[src/rtl/load_store_unit_pkg.sv]
// Shared definitions for the load/store unit: FSM encoding, RV32I funct3
// width codes and the request legality check.
package load_store_unit_pkg;

  typedef enum logic [1:0] {
    S_IDLE      = 2'd0,
    S_ACCESS    = 2'd1,
    S_RMW_WRITE = 2'd2,
    S_DONE      = 2'd3
  } lsu_state_e;

  // Load width/sign codes
  localparam logic [2:0] F3_LB  = 3'b000;
  localparam logic [2:0] F3_LH  = 3'b001;
  localparam logic [2:0] F3_LW  = 3'b010;
  localparam logic [2:0] F3_LBU = 3'b100;
  localparam logic [2:0] F3_LHU = 3'b101;

  // Store width codes
  localparam logic [2:0] F3_SB  = 3'b000;
  localparam logic [2:0] F3_SH  = 3'b001;
  localparam logic [2:0] F3_SW  = 3'b010;

  // Returns 1 when a request must complete with err instead of touching memory:
  // an unknown funct3 for the direction, or a half/word access that is misaligned.
  function automatic logic lsu_illegal(input logic       we,
                                       input logic [2:0] f3,
                                       input logic [1:0] off);
    logic bad_code;
    logic misaligned;
    if (we) begin
      bad_code = (f3 > F3_SW);
    end else begin
      bad_code = (f3 == 3'b011) || (f3 == 3'b110) || (f3 == 3'b111);
    end
    misaligned = ((f3[1:0] == 2'b01) && off[0]) ||
                 ((f3[1:0] == 2'b10) && (off != 2'b00));
    return bad_code || misaligned;
  endfunction

endpackage

[src/rtl/lsu_align.sv]
// Combinational lane logic: extracts and extends a load result from the
// addressed word, and merges store byte/half data into the read word.
module lsu_align
  import load_store_unit_pkg::*;
(
  input  logic [2:0]  funct3_i,
  input  logic [1:0]  off_i,
  input  logic [31:0] mem_rdata_i,
  input  logic [15:0] wdata_i,
  output logic [31:0] load_o,
  output logic [31:0] merge_o
);

  logic [7:0]  byte_v;
  logic [15:0] half_v;

  // Lane selection shared by the load extension
  always_comb begin
    byte_v = mem_rdata_i[{off_i, 3'b000} +: 8];
    half_v = off_i[1] ? mem_rdata_i[31:16] : mem_rdata_i[15:0];
  end

  // Load extraction with sign or zero extension
  always_comb begin
    load_o = mem_rdata_i;
    case (funct3_i)
      F3_LB:   load_o = {{24{byte_v[7]}}, byte_v};
      F3_LH:   load_o = {{16{half_v[15]}}, half_v};
      F3_LBU:  load_o = {24'd0, byte_v};
      F3_LHU:  load_o = {16'd0, half_v};
      default: load_o = mem_rdata_i;
    endcase
  end

  // Sub-word store merge into the current memory word
  always_comb begin
    merge_o = mem_rdata_i;
    case (funct3_i)
      F3_SB: merge_o[{off_i, 3'b000} +: 8] = wdata_i[7:0];
      F3_SH: begin
        if (off_i[1]) merge_o[31:16] = wdata_i;
        else          merge_o[15:0]  = wdata_i;
      end
      default: merge_o = mem_rdata_i;
    endcase
  end

endmodule

[src/rtl/load_store_unit.sv]
// Load/store unit: accepts one core request at a time and performs it against
// a 64-word data memory, using read-modify-write for byte/half stores.
// Handshake: req is sampled only in IDLE; busy is high from the cycle after
// acceptance until done; done is a single-cycle pulse and err is only
// meaningful while done is high.
module load_store_unit
  import load_store_unit_pkg::*;
(
  input  logic        clk,
  input  logic        rst,
  input  logic        req,
  input  logic        we,
  input  logic [2:0]  funct3,
  input  logic [31:0] addr,
  input  logic [31:0] wdata,
  output logic        busy,
  output logic        done,
  output logic        err,
  output logic [31:0] rdata,
  output logic        mem_read,
  output logic        mem_write,
  output logic [5:0]  mem_addr,
  output logic [31:0] mem_wdata,
  input  logic [31:0] mem_rdata
);

  lsu_state_e  state_q;
  logic        we_q;
  logic [2:0]  f3_q;
  logic [7:0]  addr_q;
  logic [31:0] wdata_q;
  logic [31:0] merge_q;
  logic [31:0] rdata_q;
  logic        done_q;
  logic        err_q;
  logic        mem_read_q;
  logic        mem_write_q;

  logic [31:0] load_val;
  logic [31:0] merge_val;
  logic        unused_addr_hi;

  // Only a 256-byte window is addressable; the upper address bits wrap.
  assign unused_addr_hi = ^addr[31:8];

  lsu_align u_align (
    .funct3_i    (f3_q),
    .off_i       (addr_q[1:0]),
    .mem_rdata_i (mem_rdata),
    .wdata_i     (wdata_q[15:0]),
    .load_o      (load_val),
    .merge_o     (merge_val)
  );

  // Request FSM with registered memory strobes and completion flags
  always_ff @(posedge clk or posedge rst) begin
    if (rst) begin
      state_q     <= S_IDLE;
      we_q        <= 1'b0;
      f3_q        <= 3'd0;
      addr_q      <= 8'd0;
      wdata_q     <= 32'd0;
      merge_q     <= 32'd0;
      rdata_q     <= 32'd0;
      done_q      <= 1'b0;
      err_q       <= 1'b0;
      mem_read_q  <= 1'b0;
      mem_write_q <= 1'b0;
    end else begin
      case (state_q)
        S_IDLE: begin
          if (req) begin
            we_q    <= we;
            f3_q    <= funct3;
            addr_q  <= addr[7:0];
            wdata_q <= wdata;
            if (lsu_illegal(we, funct3, addr[1:0])) begin
              state_q <= S_DONE;
              done_q  <= 1'b1;
              err_q   <= 1'b1;
            end else begin
              state_q <= S_ACCESS;
              // Word stores write directly; loads and sub-word stores read first.
              if (we && (funct3 == F3_SW)) mem_write_q <= 1'b1;
              else                         mem_read_q  <= 1'b1;
            end
          end
        end
        S_ACCESS: begin
          mem_read_q  <= 1'b0;
          mem_write_q <= 1'b0;
          if (!we_q) begin
            rdata_q <= load_val;
            state_q <= S_DONE;
            done_q  <= 1'b1;
          end else if (f3_q == F3_SW) begin
            state_q <= S_DONE;
            done_q  <= 1'b1;
          end else begin
            merge_q     <= merge_val;
            mem_write_q <= 1'b1;
            state_q     <= S_RMW_WRITE;
          end
        end
        S_RMW_WRITE: begin
          mem_write_q <= 1'b0;
          state_q     <= S_DONE;
          done_q      <= 1'b1;
        end
        S_DONE: begin
          done_q  <= 1'b0;
          err_q   <= 1'b0;
          state_q <= S_IDLE;
        end
        default: state_q <= S_IDLE;
      endcase
    end
  end

  assign busy      = (state_q != S_IDLE);
  assign done      = done_q;
  assign err       = err_q;
  assign rdata     = rdata_q;
  assign mem_read  = mem_read_q;
  assign mem_write = mem_write_q;
  assign mem_addr  = addr_q[7:2];
  // The merged word is only presented during the write-back phase.
  assign mem_wdata = (state_q == S_RMW_WRITE) ? merge_q : wdata_q;

endmodule

[config.mk]
export PLATFORM = sky130hd
export DESIGN_NAME = load_store_unit
export DESIGN_NICKNAME = d
export VERILOG_FILES = /design/src/rtl/load_store_unit_pkg.sv /design/src/rtl/lsu_align.sv /design/src/rtl/load_store_unit.sv
export SDC_FILE = /design/constraint.sdc
export NUM_CORES = 1
export LEC_CHECK = 0
export ABC_AREA = 1
export CORE_MARGIN = 2
export CORE_UTILIZATION = 50
export CTS_BUF_LIST = sky130_fd_sc_hd__clkbuf_8
export CTS_CLUSTER_SIZE = 24
export DETAILED_ROUTE_END_ITERATION = 8
export PLACE_DENSITY = 0.93
export SLEW_MARGIN = 20
export SYNTH_ARGS = -nofsm -noshare
export SYNTH_HDL_FRONTEND = slang
export SYNTH_SLANG_ARGS = --single-unit
[constraint.sdc]
create_clock -name clk -period 4.89 [get_ports clk]
set_input_delay 0.7335 -clock clk [delete_from_list [all_inputs] [get_ports clk]]
set_output_delay 0.7335 -clock clk [all_outputs]
set_load 0.02 [all_outputs]
## Word-level counts from Yosys, hierarchy flattened

Index checks and enable logic that the tools add are counted.

- $lt $le $gt $ge: 1
- Shifts and indexed selects: 3
- Bitwise gates (word level): 2
- Equality and inequality tests: 19
- Muxes and demuxes: 31
- Add/subtract/negate cells: 1
- Reduce and logical (&&, ||, !) cells: 21

Operators with widths:

| cell | count |
|---|---|
| one-hot mux 32 bit (4 select lines) | 1 |
| one-hot mux 32 bit (2 select lines) | 1 |
| 2-to-1 mux 16 bit | 3 |
| bitwise mux 32 bit | 1 |
| 2-to-1 mux 32 bit | 1 |
| variable shift 8 x 7 -> 32 bit (first input constant) | 1 |
| indexed part select 32 x 6 -> 8 bit | 1 |
| indexed part select 8 x 7 -> 32 bit | 1 |
| 2-to-1 mux 1 bit | 17 |
| == test 3 bit (second input constant) | 4 |
| inequality test 2 bit (second input constant) | 5 |
| == test 3 x 2 -> 1 bit (second input constant) | 3 |
| AND reduction 3 bit | 3 |
| one-hot mux 2 bit (4 select lines) | 1 |
| AND reduction 4 bit | 2 |
| nonzero test 2 bit | 4 |
| negation 5 -> 7 bit | 1 |
| == test 2 bit (second input constant) | 3 |
| == test 2 x 1 -> 1 bit (second input constant) | 2 |
| logical OR 1 bit | 4 |
| 2-to-1 mux 2 bit | 2 |
| one-hot mux 1 bit (2 select lines) | 2 |
| one-hot mux 1 bit (4 select lines) | 1 |
| AND reduction 2 bit | 2 |
| 9 further kinds | 12 |

- Logic and storage cells: 89
- Output and inout bits: 75
- Input bits: 103
- Register bits: 114

## Depth between registers and ports, before layout

- Word-level depth: 10
- Mapped depth: 11
- Depth with buffers taken out: 10

## Cells and area by module

From an unflattened synthesis, not the netlist that was laid out.

- Cells, all modules: 965
- Area total of the unflattened synthesis: 7181.9 µm²

By module, submodules not included:

| module | area an instance (µm²) | cells an instance | times used | seq. area each (µm²) |
|---|---|---|---|---|
| load_store_unit | 5078.6 | 536 | 1 | 2852.7 |
| lsu_align | 2103.3 | 429 | 1 | 0.0 |

## Worst setup path before layout

No wires, ideal clock.

- Path kind: reg2out
- From: reg state_q[0]
- To: out mem_wdata[23]
- Required time: 4157 ps
- Arrival: 1504 ps
- Buffers on the path: 2
- Slack: 2653 ps
- Stages on the path, launching flop included: 6
- Cells stage by stage: dfrtp_1 -> inv_1 -> ha_1 -> clkbuf_1 -> clkbuf_1 -> o21ai_0

- Word-level cells in the longest chain between the ends: 2

Ends and longest elaborated chain:

| element | RTL line | RTL |
|---|---|---|
| start, declared | load_store_unit.sv:27 | `lsu_state_e state_q;` |
| start signal, assigned | load_store_unit.sv:58 | `state_q <= S_IDLE;` |
| start signal, assigned | load_store_unit.sv:78 | `state_q <= S_DONE;` |
| start signal, assigned | load_store_unit.sv:82 | `state_q <= S_ACCESS;` |
| == test 2 bit | load_store_unit.sv:128 | `assign mem_wdata = (state_q == S_RMW_WRITE) ? merge_q : wdata_q;` |
| 2-to-1 mux 32 bit | load_store_unit.sv:128 |  |
| end, declared | load_store_unit.sv:23 | `output logic [31:0] mem_wdata,` |

Every way passes these cells.

## Worst setup path in the final report

- From: reg state_q[0]
- To: out mem_wdata[2]

The elaborated chain is that of the path after synthesis.

==> flow_summary.rst <==
.. list-table::
   :header-rows: 1

   * - Metric
     - Value
   * - Total negative setup slack
     - 0 ns
   * - Routed WL
     - 22,000 um
   * - Final cell count without fillers
     - 1,333
   * - Number of buffers on the longest clock path
     - 2
   * - # DRC
     - 0
   * - Top post-synthesis cells by area
     - dfrtp_1, nand2_1, o21ai_0, inv_1, a21oi_1
   * - Library cells used by synthesis
     - 31
   * - Layout Utilization
     - 64.6%
   * - Routability cong.
     - roughly 1
   * - Number of buffers added on ports
     - 153
   * - Async set or reset register ratio after synthesis
     - 100%
   * - Fin crit period
     - approximately 3.6 ns
   * - Initial Util
     - 50.8%
   * - Number of violations reported at the end of detailed-routing iteration 0
     - 702
   * - Final antenna-violating net count
     - 0
   * - I/O pin cnt
     - between 150 and 200
   * - Pwr dens
     - 717 nW/um2
   * - Flip-flop cell with the highest count after synthesis
     - dfrtp_1
   * - Relative max-transition margin
     - 30.4%
   * - Height of the die
     - 123 um
   * - Site row count
     - 43
   * - Number of clock sinks seen by CTS
     - 114
   * - Hold Vio Cnt, Final
     - 0
   * - First-pass DRT Iterations
     - 6
   * - CTS H-tree lvls
     - 4
   * - Sequential area share after synthesis
     - 40.6%
   * - Outcome
     - completed
   * - Buffer count from post-CTS setup fixing
     - 0
   * - Synthesized-area fraction occupied by ao, oa, aoi and oai cells
     - 20.6%
   * - Post-CTS Resized
     - 0
   * - Synthesis-to-finish area growth
     - 27.2%
   * - Post-Synthesis Cells
     - 1,022
   * - Number of flops mapped to enable cells by yosys
     - 0
   * - Post-synth top area share
     - 40.6%
   * - Post-Synth Adder-Cell Area
     - 1.78%
   * - Final-report setup violation count
     - 0
   * - Average cell area after synthesis
     - ~6.9 um2
   * - Final number of max-transition violations
     - 0
   * - Via count of the routed design
     - approximately 7.4k
   * - Share of the cycle needed by the critical path after routing
     - about 75%
   * - Required time at the endpoint of the critical path
     - 4.16 ns
   * - Core Area
     - 13,800 um2
   * - Layout Cell Area excl Fill
     - 8930 um2
   * - Total routing resource utilization after global routing
     - 30.2%
   * - Largest net degree at the start of global routing
     - 65
   * - Clock slew at the register clock pins of the worst setup and hold paths
     - 0.07 ns
   * - Multiplexer share of the synthesized area
     - 1.12%
   * - XOR/XNOR share of the synthesized area
     - 0%
   * - Placed cell count
     - 1,301
   * - Final Net Count
     - 1,253
   * - Wire length of the first global-routing pass
     - 34,600 um
   * - Chip Width
     - around 120 um
   * - Root buffer cell
     - clkbuf_8
   * - Critical Path AT
     - around 3 ns
   * - Instance area at placement
     - 8530 um2
   * - Most frequent cell after synthesis
     - nand2_1
   * - Hold_buf cts
     - 0
   * - Via count of the first global-routing pass
     - ~6.7k
   * - Fraction of the mapped netlist area in simple logic gates
     - 24.5%
   * - Most instantiated cells after synthesis
     - nand2_1, o21ai_0, inv_1
   * - Mean routed wirelength per cell
     - roughly 17 um
   * - Summed instance area of the synthesized netlist
     - approximately 7000 um2
   * - Path type of the worst min-delay path
     - flop to flop
   * - Syn Nets
     - between 1k and 1.5k
   * - Post-route clock skew
     - 0.0101 ns
   * - Actual slew at the worst max-slew pin
     - around 1.0 ns
   * - Global-route congestion overflow total
     - 0
   * - TritonCTS Buffers
     - 17
   * - Top achievable clock speed
     - 0.274 GHz
   * - Setup repair after global routing missed its margin
     - no
   * - Leakage power summed over all cells
     - about 4.2 nW
   * - Largest driver fanout on the critical path
     - 64
   * - Area enclosed by the die boundary
     - 15,000 um2
   * - Initial antenna violation count
     - 0
   * - Vias per cell
     - 5.52
   * - Critical Setup Path Class
     - flop to output pin
   * - Worst supply voltage drop on vdd
     - 0.000395 V
   * - Number of diodes
     - 0
   * - Maximum capacitance violations
     - 0
   * - Clock tree from TritonCTS
     - done
   * - Critical path launch point type
     - flop
   * - Count of state elements after synthesis
     - approximately 110
   * - Share of final-layout standard cells stronger than drive strength 1
     - 6.16%
   * - Dominant combinational cell family by area after synthesis
     - simple AND/OR/NAND/NOR gates
   * - Total of warnings raised by yosys
     - 0
   * - Cell type contributing the most total cell area after synthesis
     - dfrtp_1
   * - Placed wire-length estimate after detailed placement
     - 15,900 um
   * - Type of element capturing the critical path
     - output pin
   * - Source-to-sink clock delay at the later pin of the worst-skew pair
     - 0.46 ns
-- routing by layer --
metal / wire (um) / vias up / GRT usage [%]
met1: 9030 / 3318 / 40.4
met3: 2020 / 76 / 6.32
met4: 967 / 0 / 14.4
met5: 0 / - / 0
met2: 10000 / 441 / 46.8
li1: - / 3522 / -
-- flip-flops by register name, summed over array words and instances (netlist names) --
register	flops
mem_read	1
rdata	32
wdata_q	32
done	1
mem_write	1
err	1
merge_q	32
we_q	1
state_q	2
f3_q	3
addr_q	8
-- path summary, 6_finish.rpt --
check,from,cells past startpoint,end,slack [ns]
max in group asynchronous,rst,3,rdata[9],3.29
min in group asynchronous,rst,2,wdata_q[25],0.73
setup / recovery,state_q[0],5,mem_wdata[2],1.24
setup reg to reg,f3_q[0],7,merge_q[21],2.06
hold / removal,rdata[7],2,rdata[7],0.48
hold reg to reg,rdata[7],2,rdata[7],0.48
-- stage by stage --
step / setup slack, ns / power (mW) / hold slack (ns)
6_report: 1.24 / 6.41 / 0.483
5_1_grt: 1.04 / 6.89 / 0.501
4_1_cts: 1.28 / 6.37 / 0.484
3_3_place_gp: 1.88 / 5.35 / 0.457
3_5_place_dp: 1.80 / 5.45 / 0.465
2_1_floorplan: 1.14 / 4.11 / 0.449
-- logic make-up (layout without fill, tap and decap cells) --
| logic type | Yosys count | count (layout) |
|---|---|---|
| DFF | 114 | 114 |
| and+or+nand+nor | 419 | 419 |
| AOI/OAI and AO/OA | 280 | 280 |
| buffers and inverters | 192 | 323 |
| muxes | 7 | 7 |
| adders and majority gates | 10 | 10 |
-- cells in the final DEF, fill, tap and decap left out, types with 14 or more instances in the layout --
| cell type | count |
|---|---|
| nand2_1 | 242 |
| nor2_1 | 104 |
| dfrtp_1 | 114 |
| clkbuf_8 | 21 |
| a21oi_1 | 89 |
| inv_1 | 122 |
| o21ai_1 | 14 |
| nand3_1 | 46 |
| o22ai_1 | 18 |
| o21ai_0 | 150 |
| clkdlybuf4s50_1 | 153 |
-- worst max-delay path, cell delays in order, from the launching register on --
cell and delay (ns):
dfrtp_1 0.43, inv_1 0.13, ha_2 0.89, nand2_1 0.16
o21ai_0 0.19, clkdlybuf4s50_1 0.67
-- area by class of cell --
class	count	area, um2
sequential	114	2850
tap	180	225
inverter	132	500
multi-input combinational	716	3380
timing repair buffer	159	1580
fill	1228	4890
clock buffer	21	289
clock inverter	11	111
-- power by group --
part | internal [mW] | switching, mW | leakage, nW
sequential | 1.40 | 0.304 | 1.30
clock | 0.499 | 0.392 | 0.210
combinational | 1.45 | 2.36 | 2.74
total | 3.35 | 3.05 | 4.25
No activity file was read; power rests on OpenSTA's default activity.
